**src/rtl/opcode_dispatch_pkg.sv**
```systemverilog
// Shared types and constants for the opcode dispatcher.
//   cmd_class_e : 3-bit command class code driven on o_out_class
//   disp_state_e: dispatcher FSM states
//   OPC_*       : opcode range boundaries used by the classifier
package opcode_dispatch_pkg;

  typedef enum logic [2:0] {
    CLS_0   = 3'd0,
    CLS_1   = 3'd1,
    CLS_2   = 3'd2,   // carries operand bytes
    CLS_3   = 3'd3,
    CLS_4   = 3'd4,
    CLS_5   = 3'd5,   // carries operand bytes
    CLS_ILL = 3'd7
  } cmd_class_e;

  typedef enum logic [1:0] {
    ST_IDLE    = 2'd0,
    ST_OPERAND = 2'd1,
    ST_ISSUE   = 2'd2
  } disp_state_e;

  localparam logic [7:0] OPC_CLS0    = 8'd0;
  localparam logic [7:0] OPC_CLS1    = 8'd1;
  localparam logic [7:0] OPC_CLS2    = 8'd2;
  localparam logic [7:0] OPC_CLS3_LO = 8'd3;
  localparam logic [7:0] OPC_CLS3_HI = 8'd4;
  localparam logic [7:0] OPC_CLS4_LO = 8'd5;
  localparam logic [7:0] OPC_CLS4_HI = 8'd7;
  localparam logic [7:0] OPC_CLS5_LO = 8'd10;
  localparam logic [7:0] OPC_CLS5_HI = 8'd17;

endpackage

```
**src/rtl/opcode_classifier.sv**
```systemverilog
// Combinational opcode classifier.
//   opcode      : raw 8-bit opcode
//   op_class    : class code (CLS_ILL for anything outside the known ranges)
//   has_operand : class is followed by operand bytes
module opcode_classifier
  import opcode_dispatch_pkg::*;
(
  input  logic [7:0]  opcode,
  output cmd_class_e  op_class,
  output logic        has_operand
);

  always_comb begin
    op_class = CLS_ILL;
    if (opcode == OPC_CLS0)                                    op_class = CLS_0;
    else if (opcode == OPC_CLS1)                               op_class = CLS_1;
    else if (opcode == OPC_CLS2)                               op_class = CLS_2;
    else if (opcode >= OPC_CLS3_LO && opcode <= OPC_CLS3_HI)   op_class = CLS_3;
    else if (opcode >= OPC_CLS4_LO && opcode <= OPC_CLS4_HI)   op_class = CLS_4;
    else if (opcode >= OPC_CLS5_LO && opcode <= OPC_CLS5_HI)   op_class = CLS_5;
  end

  assign has_operand = (op_class == CLS_2) || (op_class == CLS_5);

endmodule

```
**src/rtl/opcode_dispatch.sv**
```systemverilog
// Byte-stream opcode dispatcher. Collects an opcode plus, for operand-carrying
// classes, OPERAND_BYTES little-endian operand bytes, then presents the command
// on a valid/ready interface. Illegal opcodes are dropped and counted.
//   i_clk/i_rst        : clock, synchronous active-high reset
//   i_in_valid/o_in_ready/i_in_data : input byte stream
//   o_out_valid/i_out_ready         : command handshake
//   o_out_class/o_out_opcode/o_out_operand : command payload
//   o_err_count        : saturating illegal-opcode count
//   o_busy             : FSM not idle
module opcode_dispatch
  import opcode_dispatch_pkg::*;
#(
  parameter int OPERAND_BYTES = 2,
  parameter int ERR_CNT_W     = 8
) (
  input  logic                       i_clk,
  input  logic                       i_rst,
  input  logic                       i_in_valid,
  output logic                       o_in_ready,
  input  logic [7:0]                 i_in_data,
  output logic                       o_out_valid,
  input  logic                       i_out_ready,
  output logic [2:0]                 o_out_class,
  output logic [7:0]                 o_out_opcode,
  output logic [8*OPERAND_BYTES-1:0] o_out_operand,
  output logic [ERR_CNT_W-1:0]       o_err_count,
  output logic                       o_busy
);

  localparam int CNT_W = 3;
  localparam logic [CNT_W-1:0] LAST_IDX = CNT_W'(OPERAND_BYTES - 1);

  disp_state_e                state_q, state_d;
  logic [CNT_W-1:0]           byte_cnt_q;
  cmd_class_e                 cls_q;
  logic [7:0]                 opcode_q;
  logic [8*OPERAND_BYTES-1:0] operand_q;
  logic [ERR_CNT_W-1:0]       err_q;

  cmd_class_e in_cls;
  logic       in_has_opnd;
  logic       in_fire;

  opcode_classifier u_cls (
    .opcode      (i_in_data),
    .op_class    (in_cls),
    .has_operand (in_has_opnd)
  );

  // Outputs decode from registered state only, so no input reaches an output
  // combinationally.
  assign o_in_ready  = (state_q != ST_ISSUE);
  assign o_out_valid = (state_q == ST_ISSUE);
  assign o_busy      = (state_q != ST_IDLE);
  assign in_fire     = i_in_valid && o_in_ready;

  always_ff @(posedge i_clk) begin
    if (i_rst) state_q <= ST_IDLE;
    else       state_q <= state_d;
  end

  always_comb begin
    state_d = state_q;
    unique case (state_q)
      ST_IDLE: begin
        if (in_fire && in_cls != CLS_ILL)
          state_d = in_has_opnd ? ST_OPERAND : ST_ISSUE;
      end
      ST_OPERAND: begin
        if (in_fire && byte_cnt_q == LAST_IDX) state_d = ST_ISSUE;
      end
      ST_ISSUE: begin
        if (i_out_ready) state_d = ST_IDLE;
      end
      default: state_d = ST_IDLE;
    endcase
  end

  // Payload registers only load while collecting, so they hold steady for the
  // whole time the command sits in ISSUE.
  always_ff @(posedge i_clk) begin
    if (i_rst) begin
      byte_cnt_q <= '0;
      cls_q      <= CLS_0;
      opcode_q   <= '0;
      operand_q  <= '0;
      err_q      <= '0;
    end else begin
      if (state_q == ST_IDLE && in_fire) begin
        if (in_cls == CLS_ILL) begin
          if (err_q != {ERR_CNT_W{1'b1}}) err_q <= err_q + 1'b1;
        end else begin
          cls_q      <= in_cls;
          opcode_q   <= i_in_data;
          operand_q  <= '0;   // no-operand classes present zero
          byte_cnt_q <= '0;
        end
      end
      if (state_q == ST_OPERAND && in_fire) begin
        for (int b = 0; b < OPERAND_BYTES; b++)
          if (byte_cnt_q == CNT_W'(b)) operand_q[b*8 +: 8] <= i_in_data;
        byte_cnt_q <= byte_cnt_q + 1'b1;
      end
    end
  end

  assign o_out_class   = cls_q;
  assign o_out_opcode  = opcode_q;
  assign o_out_operand = operand_q;
  assign o_err_count   = err_q;

endmodule

```
**config.mk**
```make
export PLATFORM = sky130hd
export DESIGN_NAME = opcode_dispatch
export DESIGN_NICKNAME = d
export VERILOG_FILES = /design/src/rtl/opcode_dispatch_pkg.sv /design/src/rtl/opcode_classifier.sv /design/src/rtl/opcode_dispatch.sv
export SDC_FILE = /design/constraint.sdc
export NUM_CORES = 1
export LEC_CHECK = 0
export CORE_MARGIN = 1
export CORE_UTILIZATION = 44
export DETAILED_ROUTE_END_ITERATION = 10
export GPL_ROUTABILITY_DRIVEN = 0
export PLACE_DENSITY = 0.74
export SETUP_SLACK_MARGIN = 0.05
export SYNTH_ARGS = -nofsm -noshare
export SYNTH_HDL_FRONTEND = slang
export SYNTH_SLANG_ARGS = --single-unit
```
**constraint.sdc**
```tcl
create_clock -name i_clk -period 3 [get_ports i_clk]
set_clock_uncertainty 0.05 [all_clocks]
set_input_delay 0.6 -clock i_clk [delete_from_list [all_inputs] [get_ports i_clk]]
set_output_delay 0.6 -clock i_clk [all_outputs]
set_load 0.05 [all_outputs]
```
==> results by stage, run 1 <==
Pwr:
- Summed over all cells, the static leakage comes to 0.853 nW.
- The worst ir drop on vdd is 0.216 mV.
- The switching part of the total power is 23.0%.
- In this run the power spent charging and discharging nets is 246 uW.
- The cell area power density is 425 mW/mm^2.
- In this run, the combinational gates consume 9.9% of the power.
- The sequential cell fraction of total power is 50.4%.
- The internal portion of the total power is 826 uW.
- The proportion of power drawn by the clock network is 39.7%.

Yosys:
- The xor-xnor portion of the synthesized cell area is 0%.
- After synthesis, the share of flip-flops with an asynchronous set or reset is 0%.
- The number of distinct standard cells referenced by the synthesized netlist is 44.
- The basic-gate share of the synthesized area counting and, or, nand and nor cells is 28.9%.
- The synthesized design contains 0 enable-type register cells.
- Of the total synthesized cell area, the portion taken by full adders, half adders and majority gates is 2.69%.
- Summing the sequential cell areas from Yosys gives 43.1% of the chip area.
- The synthesized netlist net count is 238.
- The post-synthesis instance area is 0.00186 mm^2.
- The dominant combinational cell family by area after synthesis is simple AND/OR/NAND/NOR gates.
- Synthesis inferred 40 register bits.
- The synthesis warning total is 0.
- For this run, the leading register cell type out of synthesis is sky130_fd_sc_hd__dfxtp_1.
- The multiplexer share of the synthesized area is 1.75%.
- After synthesis, the mean cell area works out to 8.38 um^2.
- The synthesized netlist devotes 17.6% of its cell area to compound gates.
- Synthesis handed over a netlist of 222 instances.

Min path:
- The class of the worst hold path is reg2reg.

GRT:
- The number of antenna violations at the first check in global routing came to 0.
- The first global-routing pass estimated 6880 um of wire.
- For this run the aggregate overflow at the end of global routing stands at 0.
- The number of global-route vias before repair is 1,434.
- For this run, the total global-route usage over all layers was measured as 20.6%.
- Entering global routing, the biggest net connects 28 pins.

Floorplan:
- After floorplanning, the core was divided into 23 placement rows.
- Measured along the y axis, the die boundary spans 67.0 um.
- Once the floorplan was initialized, standard cells occupied 46.1% of the core.
- The core box area is 0.00403 mm^2.
- In this run the count of I/O pins placed on the die edge is 50.
- The overall die width is 67.0 um.
- The overall die area is 0.00449 mm^2.

Drt:
- After detailed routing, the average wire length per cell comes to 13.5 um.
- The first-iteration detailed-routing DRC count is 128.
- The number of iterations in the first detailed-routing pass is 4.
- The detail route stage leaves a number of antenna-violating nets equal to 0.
- The detailed-route via count is 1,751.
- After detailed routing, the total wire length is 4350 um.
- In the routed layout, each cell is associated on average with a via count of 5.42.
- In the routed design, unresolved DRC markers number 0.

STA:
- The total negative slack is 0 ns.
- For the finished layout, the period the worst path requires is 2.52 ns.
- For the pin with the worst max-slew slack, the measured transition is 0.677 ns.
- The smallest setup slack after layout is 0.482 ns.
- Setup repair after global routing left no endpoint under its margin.
- Setup violations remaining at the end of the flow were counted as 0.
- The share of the clock period used by the worst path is 83.9%.
- The max-slew violation total from the final report was 0.
- Headroom to the max-slew limit came out at 54.7%.
- The smallest hold slack is 0.414 ns.
- Static timing analysis puts the maximum clock frequency at 0.397 GHz.
- The number of endpoints with negative hold slack in the final report is 0.

Place:
- In this run the tool buffered the top-level ports with 49 buffer cells.
- The pre-CTS worst setup slack is 0.213 ns.
- Detailed placement finished with a half-perimeter wire length of 3060 um.

CTS:
- After clock tree synthesis, the clock-pin slew on the worst setup and hold paths is 0.08 ns.
- After clock tree synthesis, the flow added hold-fix buffers numbering 0.
- The tree is rooted in a sky130_fd_sc_hd__clkbuf_8.
- The clock insertion delay at the later pin of the skew report is 0.28 ns.
- The H-tree was split into 2 levels.
- The number of buffers inserted during clock tree synthesis is 5.
- The number of post-CTS setup repair buffers is 0.
- The number of sinks driven by the clock tree is 40.
- The count of cells resized by post-cts repair is 0.
- TritonCTS built the clock tree.
- Counting along the longest clock path gives a buffer depth of 2.

Critical path:
- The required time reported for the critical path endpoint is 3.13 ns.
- The startpoint-to-endpoint class of the critical path is in2reg.
- In this run the register-to-register setup slack is 0.93 ns.
- At the worst endpoint, the arrival time is 2.65 ns.
- The nature of the critical path startpoint is an input port.
- The largest fanout of any net on the critical path is 14.
- STA classifies the critical path endpoint as a flip-flop.

Run:
- The total of max-cap violations is 0.

Finish:
- The post-route netlist has 9.89% of its cells at a drive strength greater than 1.
- Relative to the synthesized area, the layout overhead comes to 35.7%.
- 0 antenna diodes ended up in the layout.
- The layout net count is 288.

Status:
- The run finished with clean final reports.
==> synthesized netlist by cell type (all sizes together) (3+ instances only) <==
library cell / number / area (um^2)
nand2b: 3 / 18.8
nor2b: 3 / 18.8
nand3b: 3 / 22.5
dfxtp: 40 / 801
nor3: 4 / 20.0
inv: 5 / 18.8
o31ai: 5 / 37.5
nor4: 3 / 25.0
nor2: 7 / 26.3
nor3b: 5 / 42.5
ha: 4 / 50.1
a311oi: 3 / 26.3
a21oi: 33 / 165
or4: 5 / 37.5
clkbuf: 10 / 37.5
nand3: 21 / 105
o21ai: 7 / 35.0
buf: 7 / 55.1
nand2: 31 / 116
==> kinds of logic (layout without fill, tap and decap cells) <==
kind of cell,Yosys count,after routing
buf+inv,22,73
mux,3,3
simple gates,98,98
compound gates,55,55
fa+ha+maj,4,4
flops,40,40
==> worst max-delay path: stages <==
cell	delay (ns)
sky130_fd_sc_hd__clkdlybuf4s50_1	0.56
sky130_fd_sc_hd__or3b_1	0.43
sky130_fd_sc_hd__a41o_1	0.37
sky130_fd_sc_hd__nor4_1	0.32
sky130_fd_sc_hd__mux2_2	0.37
==> metal layers <==
layer	global-route usage, %	share of wire [%]	up-vias
met2	30.5	45	35
met3	5.65	4.3	7
met4	7.18	1.3	0
met1	28.1	49	811
li1	-	-	898
met5	0	0	-
==> cell usage in the layout, fill, tap and decap left out, types with 2 or more instances in the layout <==
| cell type | count |
|---|---|
| sky130_fd_sc_hd__clkdlybuf4s50_1 | 49 |
| sky130_fd_sc_hd__dfxtp_1 | 40 |
| sky130_fd_sc_hd__a21oi_1 | 33 |
| sky130_fd_sc_hd__nand2_1 | 31 |
| sky130_fd_sc_hd__nand3_1 | 21 |
| sky130_fd_sc_hd__buf_4 | 10 |
| sky130_fd_sc_hd__nor2_1 | 7 |
| sky130_fd_sc_hd__o21ai_0 | 7 |
| sky130_fd_sc_hd__inv_1 | 5 |
| sky130_fd_sc_hd__or4_1 | 5 |
| sky130_fd_sc_hd__o31ai_1 | 5 |
| sky130_fd_sc_hd__clkbuf_8 | 5 |
| sky130_fd_sc_hd__nor3b_1 | 4 |
| sky130_fd_sc_hd__nor3_1 | 4 |
| sky130_fd_sc_hd__ha_1 | 4 |
| sky130_fd_sc_hd__nand2b_1 | 3 |
| sky130_fd_sc_hd__nand3b_1 | 3 |
| sky130_fd_sc_hd__nor2b_1 | 3 |
| sky130_fd_sc_hd__a311oi_1 | 3 |
| sky130_fd_sc_hd__nor4_1 | 2 |
| sky130_fd_sc_hd__mux2_2 | 2 |
| sky130_fd_sc_hd__or3_1 | 2 |
| sky130_fd_sc_hd__or4b_2 | 2 |
==> power groups by stage <==
stage                     sequential (mW)  combinational [mW]  clock, mW
after global placement              0.553               0.105          0
final                               0.540               0.106      0.425
after global routing                0.541               0.115      0.454
after floorplan                     0.566              0.0478          0
after detailed placement            0.553               0.106          0
after CTS                           0.540               0.107      0.436
==> worst paths after layout <==
path              cells after the start       startpoint              end
setup reg to reg                      4       state_q[1]   o_err_count[5]
hold reg to reg                       2  o_out_opcode[0]  o_out_opcode[0]
setup / recovery                      5       i_in_valid   o_err_count[5]
hold / removal                        2  o_out_opcode[0]  o_out_opcode[0]
==> final cells by class <==
type	instances	area [um^2]
inverter	5	18.8
tap	50	62.6
clock buffer	6	72.6
fill	369	1510
multi-input combinational	160	947
clock inverter	2	35.0
sequential	40	801
timing repair buffer	60	586
==> through the flow <==
stage | util, % | instance area [um^2] | instances | total power, mW
floorplan | - | 1860 | 222 | 0.614
global placement | 59.9 | 2410 | 315 | 0.658
detailed placement | 59.9 | 2410 | 315 | 0.659
CTS | 62.6 | 2520 | 323 | 1.08
global route | 62.6 | 2520 | 323 | 1.11
finish | 62.6 | 2520 | 323 | 1.07
==> registers in the layout, summed over array words and instances, names as in the netlist <==
| name | count |
|---|---|
| state_q | 2 |
| o_err_count | 8 |
| o_out_opcode | 8 |
| byte_cnt_q | 3 |
| o_out_operand | 16 |
| o_out_class | 3 |
No activity file was read; power rests on OpenSTA's default activity.
==> run 2: changes to the inputs <==
Clock period 3 ns to 2.4 ns, I/O delays scaled along.
==> run 2 against run 1 <==
Against the previous run:
- non-clock buffer count grew 14
- sequential power grew 25%
- hold slack lost 0.0012 ns
- sequential share of layout area shrank 1.2 points
- global-route usage grew 0.92 points
==> results by stage, run 2 (synthesis results as in run 1) <==
Status:
- The flow ran to the end, and the final reports show no timing, DRC or antenna violations.

Finish:
- The fraction of layout instances using a drive strength above 1 is 14.3% (+4.4 points).
- The diode insertion count for antenna repair came to 0 (unchanged).
- The library cell used most frequently in the layout, excluding fill and tap cells, is sky130_fd_sc_hd__clkdlybuf4s50_1.
- Leaving out fill and tap cells, the most frequent cells in the layout are 47 x sky130_fd_sc_hd__clkdlybuf4s50_1, 40 x sky130_fd_sc_hd__dfxtp_1, 33 x sky130_fd_sc_hd__a21oi_1, 31 x sky130_fd_sc_hd__nand2_1, 25 x sky130_fd_sc_hd__buf_4.
- The flip-flop count of the largest register, all copies and words added was 16 (unchanged).
- The layout net count came to 302 (+4.9%).
- The number of filler instances in the final layout is 378 (+2.4%).
- From synthesis to final layout, the design area changed by 40.9%.
- The core utilization of the finished layout came to 65.0% (+2.4 points).

Drt:
- The detailed-route via count is 1,820 (+3.9%).
- The remaining number of nets flagged by the antenna check after routing is 0 (unchanged).
- The number of iterations in the first detailed-routing pass is 4 (unchanged).
- The overall routed net length is 4480 um (+3.0%).
- The remaining routing DRC violations was 0 (unchanged).
- The average detailed-routed wire length per instance is 13.3 um (-1.3%).
- The via-per-instance ratio is 5.40 (-0.38%).
- The first-iteration detailed-routing DRC count is 146 (+14%).

Floorplan:
- The die outline height came to 67.0 um (unchanged).
- The core box area is 0.00403 mm^2 (unchanged).
- The number of top-level pins is 50 (unchanged).
- The overall die width is 67.0 um (unchanged).
- The effective utilization at floorplan came to 46.1% (unchanged).
- The overall die area was 0.00449 mm^2 (unchanged).
- The row count is 23 (unchanged).

Critical path:
- The startpoint-to-endpoint class of the critical path is reg2out.
- The arrival time at the worst endpoint is 1.76 ns (-0.89 ns).
- The largest fanout of any net on the critical path is 11 (-3).
- The nature of the critical path startpoint is a flip-flop.
- STA classifies the critical path endpoint as a primary output.
- The required time reported for the critical path endpoint is 1.87 ns (-1.26 ns).
- The cell count of the worst reg-to-reg path is 4 (unchanged).

Run:
- The total of max-cap violations is 0 (unchanged).

Pwr:
- The net switching power is 321 uW (+30%).
- The worst ir drop on vdd is 0.390 mV (+81%).
- The power consumption is 1.36 mW (+27%).
- The proportion of power drawn by the clock network was 39.8% (about the same).
- The cell-internal power is 1.04 mW (+26%).
- The fraction of power consumed by combinational cells is 10.6% (+0.7 points).
- The switching part of the total power is 23.5% (+0.57 points).
- The cell area power density was 520 mW/mm^2 (+22%).
- The static leakage is 0.933 nW (+9.5%).
- The sequential cell fraction of total power is 49.6% (-0.8 points).

STA:
- The transition time of the tightest slew-check pin is 0.513 ns (-0.164 ns).
- The setup-violating endpoint count in the final report is 0 (unchanged).
- The tightest slew margin relative to the limit was 65.7% (+11 points).
- Of the available clock period, the critical path in the final layout requires 95.3%.
- The number of endpoints with negative hold slack in the final report is 0 (unchanged).
- Setup repair after global routing left no endpoint under its margin.
- The shortest clock period the worst path allows after layout is 2.29 ns.
- The max-slew violation total from the final report is 0 (unchanged).
- Based on the critical path, the design can be clocked at up to 0.437 GHz.

CTS:
- The number of sinks driven by the clock tree is 40 (unchanged).
- The register clock-pin slew on the reported worst setup and hold paths is 0.08 ns (about the same).
- The number of buffers inserted during clock tree synthesis was 5 (unchanged).
- The TritonCTS clock tree is yes.
- The count of cells resized by post-cts repair was 0 (unchanged).
- The maximum root-to-sink buffer count is 2 (unchanged).
- The level count of the clock H-tree is 2 (unchanged).
- The cell sitting at the root of the clock tree is a sky130_fd_sc_hd__clkbuf_8.
- The clock insertion delay at the later pin of the skew report was 0.29 ns (about the same).
- The cts-stage hold buffer count came to 0 (unchanged).
- The number of post-CTS setup repair buffers is 0 (unchanged).

Place:
- The post-DP HPWL was 3260 um (+6.5%).
- The number of I/O port buffers is 49 (unchanged).

Min path:
- The tightest min-delay check is of the reg2reg type.
- The cell depth of the worst hold path is 2 (unchanged).

GRT:
- The total grt overflow was 0 (unchanged).
- The number of antenna violations at the first check in global routing is 0 (unchanged).
- The pin count of the biggest net entering global routing is 28 (unchanged).
- The number of global-route vias before repair is 1,551 (+8.2%).
- The global-route wire length before repair is 7250 um (+5.4%).
- The global-route usage over all layers was 21.5% (+0.92 points).
==> run 2: cell types whose count changed in the layout (fill, tap and decap cells not counted) <==
cell / previous run / this run
sky130_fd_sc_hd__dlymetal6s2s_1: 0 / 2
sky130_fd_sc_hd__clkdlybuf4s50_1: 49 / 47
sky130_fd_sc_hd__buf_12: 1 / 0
sky130_fd_sc_hd__buf_4: 10 / 25
==> run 2: area by class of cell <==
type / count / area, um^2 / area share, %
clock inverter: 2 / 35.0 / 1.34
timing repair buffer: 74 / 683 / 26.1
inverter: 5 / 18.8 / 0.716
sequential: 40 / 801 / 30.6
multi-input combinational: 160 / 947 / 36.2
clock buffer: 6 / 72.6 / 2.77
tap: 50 / 62.6 / 2.39
==> run 2: power by group through the flow <==
stage                     Clock (mW)  Combinational (mW)  Sequential, mW
after CTS                      0.552               0.145           0.676
final                          0.542               0.145           0.676
after global routing           0.582               0.157           0.677
after global placement             0               0.144           0.691
after floorplan                    0              0.0598           0.708
after detailed placement           0               0.145           0.691
==> run 2: metal layers <==
layer / share of wire [%] / wire [um] / global-route usage, %
met1: 47 / 2120 / 28.5
met2: 48 / 2140 / 33.8
met3: 3.9 / 175 / 4.28
met4: 1.0 / 47 / 8.24
met5: 0 / 0 / 0
==> run 2: critical path, cell delays in order (launching register included) <==
cell and delay [ns]:
sky130_fd_sc_hd__dfxtp_1 0.49, sky130_fd_sc_hd__nand2b_1 0.11, sky130_fd_sc_hd__inv_1 0.07, sky130_fd_sc_hd__clkdlybuf4s50_1 0.79
==> run 2: final timing paths <==
kind	from	slack (ns)	end
max	state_q[1]	0.11	o_out_valid
min reg2reg	o_out_opcode[0]	0.41	o_out_opcode[0]
max reg2reg	state_q[1]	0.44	o_err_count[5]
min	o_out_opcode[0]	0.41	o_out_opcode[0]
==> run 2: through the flow <==
stage | TNS, ns | worst slack [ns] | cell area (um^2) | instances | hold slack (ns)
after detailed placement | -2.45 | -0.119 | 2510 | 329 | 0.400
after CTS | 0 | 0.0980 | 2620 | 337 | 0.414
final | 0 | 0.113 | 2620 | 337 | 0.413
after floorplan | 0 | 0.248 | 1860 | 222 | 0.410
after global routing | 0 | 0.0609 | 2620 | 337 | 0.433
after global placement | -1.62 | -0.0973 | 2510 | 329 | 0.398
==> run 3: changes to the inputs <==
Settings changed: CTS_BUF_LIST set to sky130_fd_sc_hd__clkbuf_16, SLEW_MARGIN set to 20.
==> run 3 against run 2 <==
Against the previous run:
- wire length grew 1.9%
- clock-buffer cell count shrank 1
- critical endpoint is now o_busy
- highest routed layer unchanged
- largest cell class unchanged
- utilization grew 1.3 points
- critical path type unchanged
==> results by stage, run 3 (synthesis results as in run 1) <==
Status:
- The flow ran to the end, and the final reports show no timing, DRC or antenna violations.

CTS:
- The number of buffers inserted during clock tree synthesis is 5 (unchanged).
- The number of sinks driven by the clock tree is 40 (unchanged).
- The clock insertion delay at the later pin of the skew report is 0.28 ns (about the same).
- The maximum root-to-sink buffer count is 2 (unchanged).
- The cts-stage hold buffer count was 0 (unchanged).
- The level count of the clock H-tree is 2 (unchanged).
- The TritonCTS clock tree is yes.
- The count of cells resized by post-cts repair came to 0 (unchanged).
- The number of post-CTS setup repair buffers is 0 (unchanged).
- Clock tree synthesis selected as its root buffer the cell sky130_fd_sc_hd__clkbuf_16.
- The register clock-pin slew on the reported worst setup and hold paths is 0.06 ns (-0.02 ns).

Floorplan:
- The effective utilization at floorplan is 46.1% (unchanged).
- The overall die area is 0.00449 mm^2 (unchanged).
- The die outline height came to 67.0 um (unchanged).
- The core box area is 0.00403 mm^2 (unchanged).
- The row count is 23 (unchanged).
- The overall die width was 67.0 um (unchanged).
- The number of top-level pins was 50 (unchanged).

STA:
- The number of endpoints with negative hold slack in the final report came to 0 (unchanged).
- The maximum operating frequency came to 0.434 GHz (-0.69%).
- Setup repair after global routing left no endpoint under its margin.
- The shortest clock period the worst path allows after layout is 2.30 ns (+0.0158 ns).
- The share of the clock period used by the worst path came to 95.9% (+0.66 points).
- The total negative slack is 0 ns (unchanged).
- The transition time of the tightest slew-check pin is 0.508 ns (-0.00475 ns).
- The tightest slew margin relative to the limit came to 66.0% (+0.32 points).
- The max-slew violation total from the final report is 0 (unchanged).
- The smallest hold slack is 0.410 ns (-0.00307 ns).
- The setup-violating endpoint count in the final report came to 0 (unchanged).
- The smallest setup slack after layout is 0.0972 ns (-0.0158 ns).

Critical path:
- The arrival time at the worst endpoint is 1.77 ns (about the same).
- STA classifies the critical path startpoint as a flip-flop.
- The critical path's slowest cell is sky130_fd_sc_hd__clkdlybuf4s50_1.
- The worst setup path is of the reg2out kind.
- The maximum cell stage delay along the critical path is 0.80 ns (about the same).
- The capturing element type of the critical path is a primary output.
- The number of buffer and inverter instances along the worst setup path is 1 (-1).
- Walking the worst path, the cells encountered are or2_2 > clkdlybuf4s50_1.
- In this run the critical register-to-register path is launched from state_q[1].
- The largest fanout of any net on the critical path is 11 (unchanged).
- Among cell families on the critical path, the largest total delay comes from buffers and inverters.
- The required time reported for the critical path endpoint is 1.87 ns (about the same).
- The critical path starts at state_q[0].

Finish:
- The flip-flop count of the largest register, all copies and words added is 16 (unchanged).
- The most common cell after layout, fill and taps aside is sky130_fd_sc_hd__clkdlybuf4s50_1.
- The diode insertion count for antenna repair is 0 (unchanged).
- The final cell count without fillers is 337 (unchanged).
- The layout net count came to 302 (unchanged).
- The fraction of layout instances using a drive strength above 1 is 14.3% (unchanged).
- The area growth from synthesis to layout is 43.7%.
- The top cell types in the final layout, fill and taps aside, are 49 x sky130_fd_sc_hd__clkdlybuf4s50_1, 40 x sky130_fd_sc_hd__dfxtp_1, 33 x sky130_fd_sc_hd__a21oi_1, 31 x sky130_fd_sc_hd__nand2_1, 25 x sky130_fd_sc_hd__buf_4.
- The number of filler instances in the final layout is 373 (-1.3%).

Drt:
- The remaining number of nets flagged by the antenna check after routing is 0 (unchanged).
- The overall routed net length is 4570 um (+1.9%).
- The average detailed-routed wire length per instance came to 13.6 um (+1.9%).
- The remaining routing DRC violations was 0 (unchanged).
- The number of iterations in the first detailed-routing pass is 5 (+1).
- The via-per-instance ratio is 5.39 (-0.22%).
- The first-iteration detailed-routing DRC count is 113 (-23%).
- The detailed-route via count is 1,816 (-0.22%).

Min path:
- The class of the worst hold path is reg2reg.
- The worst min-delay path startpoint is o_out_opcode[0].

Pwr:
- The cell area power density is 586 mW/mm^2 (+13%).
- The static leakage is 0.945 nW (+1.2%).
- The worst ir drop on vdd is 0.380 mV (-2.5%).
- The power consumption came to 1.56 mW (+15%).

Place:
- The post-DP HPWL is 3260 um (unchanged).
- The number of cells in the design after placement is 329 (unchanged).
- The number of I/O port buffers is 49 (unchanged).
- The pre-CTS worst setup slack is -0.119 ns (unchanged).

GRT:
- The number of antenna violations at the first check in global routing is 0 (unchanged).
- The global-route usage over all layers is 22.2% (+0.75 points).
- The pin count of the biggest net entering global routing is 28 (unchanged).
- The total grt overflow came to 0 (unchanged).
- The number of global-route vias before repair was 1,598 (+3.0%).
- The global-route wire length before repair is 7450 um (+2.8%).

Run:
- The total of max-cap violations came to 0 (unchanged).
run 3: changes by cell type in the layout (fill, tap and decap cells not counted):
cell                              previous run  this run
sky130_fd_sc_hd__clkdlybuf4s50_1            47        49
sky130_fd_sc_hd__inv_1                       5         6
sky130_fd_sc_hd__clkbuf_8                    5         0
sky130_fd_sc_hd__clkbuf_16                   0         5
sky130_fd_sc_hd__dlymetal6s2s_1              2         0
sky130_fd_sc_hd__clkbuf_1                    1         0
run 3: worst paths after layout:
path	endpoint	slack (ns)	cells past startpoint
setup / recovery	o_busy	0.1	2
hold / removal	o_out_opcode[0]	0.41	2
setup reg to reg	o_out_operand[10]	0.42	6
hold reg to reg	o_out_opcode[0]	0.41	2
run 3: layout make-up:
cell class	count	area [um^2]	area share, %
tap	50	62.6	2.34
inverter	5	18.8	0.703
timing repair buffer	74	678	25.4
multi-input combinational	160	947	35.5
clock inverter	3	38.8	1.45
clock buffer	5	125	4.68
sequential	40	801	30.0
run 3: layer usage:
layer | up-vias | part of all wire, % | global-route usage (%)
met5 | - | 0 | 0
met4 | 0 | 1.7 | 7.71
met3 | 9 | 4.2 | 6.85
met2 | 40 | 47 | 34.8
met1 | 841 | 47 | 28.5
li1 | 926 | - | -
run 3: tightest hold or removal path, stage by stage, from the launching register on:
cell and delay, ns:
sky130_fd_sc_hd__dfxtp_1 0.31, sky130_fd_sc_hd__nand2_1 0.05, sky130_fd_sc_hd__a21oi_1 0.05
run 3: metrics by stage:
stage	area [um^2]	utilization, %
final	2670	66.3
after CTS	2670	66.3
after global routing	2670	66.3
after detailed placement	2510	62.2
after floorplan	1860	-
after global placement	2510	62.2
run 3: power by group:
part	switching, mW	internal (mW)
logic	0.0805	0.0650
registers	0.00717	0.670
clock network	0.258	0.484
